File: src/rtl/uart_tx_scheduler.sv
// Arbitrates two requesters onto one UART Tx and sends 1- or 2-byte messages byte by byte.
// Define UART_TX_SCHED_RR_EN for round-robin ties; otherwise requester 0 wins every tie.
module uart_tx_scheduler #(
  parameter int DATA_WIDTH = 8
) (
  input  logic                    CLK,
  input  logic                    Reset,
  input  logic [1:0]              Req,
  input  logic [2*DATA_WIDTH-1:0] Req_data0,
  input  logic                    Req_len0,
  input  logic [2*DATA_WIDTH-1:0] Req_data1,
  input  logic                    Req_len1,
  input  logic                    Tx_busy,
  output logic [1:0]              Grant,
  output logic [DATA_WIDTH-1:0]   Tx_data,
  output logic                    Tx_valid,
  output logic                    Sched_busy
);

  typedef enum logic [1:0] {IDLE, LOAD, WAIT_START, WAIT_DONE} state_t;

  state_t                  state_reg;
  logic [2*DATA_WIDTH-1:0] msg_reg;
  logic                    len_reg;
  logic                    idx_reg;
  logic                    winner_next;
  logic                    grant_fire;

  assign grant_fire = (state_reg == IDLE) && (Req != 2'b00) && !Tx_busy;

`ifdef UART_TX_SCHED_RR_EN
  logic ptr_reg;

  // ptr_reg names the requester preferred on a tie
  always_comb begin
    winner_next = ~Req[0];
    if (Req == 2'b11)
      winner_next = ptr_reg;
  end

  always_ff @(posedge CLK) begin
    if (!Reset)
      ptr_reg <= 1'b0;
    else if (grant_fire)
      ptr_reg <= ~winner_next;
  end
`else
  always_comb begin
    winner_next = ~Req[0];
  end
`endif

  always_ff @(posedge CLK) begin
    if (!Reset) begin
      state_reg  <= IDLE;
      Grant      <= 2'b00;
      Tx_valid   <= 1'b0;
      Tx_data    <= '0;
      Sched_busy <= 1'b0;
      msg_reg    <= '0;
      len_reg    <= 1'b0;
      idx_reg    <= 1'b0;
    end else begin
      Grant    <= 2'b00;
      Tx_valid <= 1'b0;
      case (state_reg)
        IDLE: begin
          if (grant_fire) begin
            msg_reg    <= winner_next ? Req_data1 : Req_data0;
            len_reg    <= winner_next ? Req_len1 : Req_len0;
            idx_reg    <= 1'b0;
            Grant      <= winner_next ? 2'b10 : 2'b01;
            Sched_busy <= 1'b1;
            state_reg  <= LOAD;
          end
        end
        LOAD: begin
          Tx_data   <= idx_reg ? msg_reg[2*DATA_WIDTH-1:DATA_WIDTH] : msg_reg[DATA_WIDTH-1:0];
          Tx_valid  <= 1'b1;
          state_reg <= WAIT_START;
        end
        WAIT_START: begin
          if (Tx_busy)
            state_reg <= WAIT_DONE;
        end
        WAIT_DONE: begin
          if (!Tx_busy) begin
            if (len_reg && !idx_reg) begin
              idx_reg   <= 1'b1;
              state_reg <= LOAD;
            end else begin
              Sched_busy <= 1'b0;
              state_reg  <= IDLE;
            end
          end
        end
        default: begin
          Sched_busy <= 1'b0;
          state_reg  <= IDLE;
        end
      endcase
    end
  end

endmodule

File: config.mk
export PLATFORM = sky130hd
export DESIGN_NAME = uart_tx_scheduler
export DESIGN_NICKNAME = d
export VERILOG_FILES = /design/src/rtl/uart_tx_scheduler.sv
export SDC_FILE = /design/constraint.sdc
export NUM_CORES = 1
export LEC_CHECK = 0
export BUFFER_PORTS_ARGS = -buffer_cell sky130_fd_sc_hd__buf_2
export CAP_MARGIN = 20
export CORE_MARGIN = 10
export CORE_UTILIZATION = 54
export CTS_BUF_LIST = sky130_fd_sc_hd__clkbuf_16
export CTS_CLUSTER_DIAMETER = 40
export DETAILED_ROUTE_END_ITERATION = 7
export PLACE_DENSITY_LB_ADDON = 0.15
export REMOVE_ABC_BUFFERS = 1
export SETUP_SLACK_MARGIN = 0.15
export SLEW_MARGIN = 30
export SYNTH_ARGS = -nofsm -noshare
export SYNTH_HDL_FRONTEND = slang
export SYNTH_SLANG_ARGS = --single-unit
File: constraint.sdc
create_clock -name CLK -period 2.7 [get_ports CLK]
set_input_delay 0 -clock CLK [delete_from_list [all_inputs] [get_ports CLK]]
set_output_delay 0 -clock CLK [all_outputs]
set_load 0.02 [all_outputs]
==> flow_summary.ini <==
[run_status]
status = completed

[setup_path]
regToRegEndpoint = idx_reg$_SDFFE_PN0P_
worstPathArrival_ns = 1.96
worstPathRequired_ns = 2.86
rr_worst_depth = 6
cp-end-kind = flip-flop
critPathLaunchType = flip-flop
setup.worst_path.start = state_reg[0]$_SDFFE_PN0P_
r2r_start = state_reg[0]$_SDFFE_PN0P_
crit_type = reg -> reg
worstPathMaxFanout = 22
reg2reg_slack_ns = 0.89

[cts]
cts_resized = 0
clk_pin_slew_ns = 0.05
cts_tree = built
insertion_delay_ns = 0.28
clock_sinks = 32
hold_buffers = 0
cts_max_path_buffers = 2
htreeDepth = 2
numCtsBuffers = 5
cts_root_buf = clkbuf_16
postCtsSetupRepairBufs = 0

[logic_synthesis]
synth_common_cells = dfxtp_1 (32), mux2i_1 (26), o211a_1 (26)
synth_seq_area_share_pct = 40.1
synth_most_common_cell = dfxtp_1
synth_edf_count = 0
synthCells = 153
async_flop_share_pct = 0
synth_ff_type = dfxtp_1
synth_area_leaders = dfxtp_1 (40%), mux2i_1 (16%), o211a_1 (16%), nand3_1 (5.3%), ha_1 (3.9%)
synth_top_area_share_pct = 40.1
syn-cell-area_sq_um = 1600
synth_area_per_cell_sq_um = 10.5
yosysWarnings = 0
synth_largest_area_cell = dfxtp_1
synth_seq_cells = 32
yosysUniqueCellTypes = 27

[sta]
postLayoutSetupSlackWorst_ns = 0.894
setup_violations = 0
rsz0062_at_grt = no
fin_skew_ns = 0.00538
post-route-period-util_pct = 66.9
slew-limit-headroom_pct = 55.1
tns_ns = 0
whs_ns = 0.0920
hold_viol_final = 0
post-route-min-period_ns = 1.81
slew_viol_final = 0
worstMarginPinSlew_ns = 0.674
fmax_ghz = 0.554

[global_routing]
antenna_found_initial = 0
grt_usage_pct = 15.2
grt-ovfl-total = 0
grt_max_degree = 34
grt_pass1_wl_um = 6550
grt_pass1_vias = 1421

[floorplan]
coreArea_sq_um = 2810
rows = 19
initial_core_util_pct = 57.0
die_h_um = 74.4
die_w_um = 74.4
fp.dieArea_sq_um = 5540
io_pins = 51

[worst_hold_path]
holdCritPathClass = in -> reg
holdCritStartpoint = Req_data1[8]
min_to = msg_reg[8]$_SDFFE_PN0P_
min_path_cells = 4

[pwr]
switching_power_mw = 0.680
p_leak_nw = 1.14
seq_power_share_pct = 34.3
vdd_drop_max_mv = 0.794
finalPower_mw = 2.01
p_sw_share_pct = 33.8
pwr-share-clk_pct = 31.2
p_comb_share_pct = 34.5
powerDensity_nw_per_um2 = 1020
power.internal_mw = 1.33

[detailed_routing]
wl_per_cell_um = 17.2
drt_iter0_drc = 97
drc = 0
routed_wl_um = 3960
viasPerCell = 5.77
dr.pass1.iters = 4
vias = 1326
ant_nets = 0

[placement]
portBuffers = 50
preCtsSetupSlack_ns = 0.913
hpwlAfterDp_um = 2770
placed_cells = 222
globalplace.congestion = 0.792

[layout]
final_layout_size_suffix_gt1_share_pct = 31.7
final_nets = 242
syn2layout_area_growth_pct = 24.0
largest_reg_flops = 16
instances_no_fill = 230
n_antenna_cell = 0
fill_cells = 226

[job]
max_cap_viol_count = 0
==> worst max-delay path by stage <==
stage,endpoint,depth (start not counted)
after floorplan,idx_reg$_SDFFE_PN0P_,5
after global placement,idx_reg$_SDFFE_PN0P_,6
after detailed placement,idx_reg$_SDFFE_PN0P_,6
after CTS,idx_reg$_SDFFE_PN0P_,6
after global routing,idx_reg$_SDFFE_PN0P_,6
final,idx_reg$_SDFFE_PN0P_,6
==> layout by cell type (no fill, tap or decap) <==
master      n
buf_2      50
o221a_2     1
o21bai_1    2
o211a_1    26
clkinv_2    1
inv_1       6
and2_4      1
and2_1      1
o32ai_1     1
o22a_1      1
bufinv_16   1
and3b_1     1
a311o_1     1
nor2_1      1
mux2_2      1
ha_1        5
nor3b_1     2
o21ba_1     1
a41oi_1     1
nand3_1    17
buf_4       2
and3_1      1
nand2_1    10
or3b_2      1
o2111ai_1   1
mux2i_1    26
clkbuf_16   5
dfxtp_1    32
==> layer usage <==
layer  routed length (um)  share of wire, %  vias to the layer above  GRT usage (%)
met5                    0                 0                        -              0
met4                   44               1.1                        0           6.93
met3                  289               7.3                        4           6.78
met2                 1890                48                       38           25.3
met1                 1730                44                      626           16.4
li1                     -                 -                      658              -
==> cell type report <==
type	count	area [sq um]	share of cell area (%)
clock buffers	5	125	6.31
clock inverters	3	38.8	1.96
inverters	5	18.8	0.946
multi-input cells	102	856	43.2
flip-flops and latches	32	641	32.3
well taps	31	38.8	1.96
repair buffers	52	265	13.4
==> logic make-up (layout without fill, tap and decap cells) <==
| group | Yosys count | in the layout | share of synthesized area, % |
|---|---|---|---|
| AOI/OAI and AO/OA | 35 | 35 | 21.4 |
| buffers and inverters | 19 | 65 | 6.42 |
| muxes | 27 | 27 | 17.0 |
| DFF | 32 | 32 | 40.1 |
| and+or+nand+nor | 35 | 35 | 11.3 |
| adders and majority gates | 5 | 5 | 3.91 |
==> worst max-delay path, stage by stage, from the launching register on <==
cell	delay, ns
dfxtp_1	0.34
inv_1	0.14
ha_1	0.16
buf_4	0.23
or3b_2	0.48
a41oi_1	0.25
nor3b_1	0.08
==> power by group through the flow <==
| stage | combinational, mW | sequential [mW] | clock [mW] |
|---|---|---|---|
| after floorplan | 0.402 | 0.759 | 0 |
| after global placement | 0.659 | 0.689 | 0 |
| after detailed placement | 0.696 | 0.699 | 0 |
| after CTS | 0.699 | 0.690 | 0.637 |
| after global routing | 0.772 | 0.711 | 0.656 |
| final | 0.695 | 0.691 | 0.628 |
==> through the flow <==
step           cell area (sq um)  utilization [%]
3_3_place_gp                1820             64.9
2_1_floorplan               1520                -
3_5_place_dp                1820             64.9
6_report                    1980             70.7
4_1_cts                     1980             70.7
5_1_grt                     1980             70.7
(Power assumes the default switching activity.)
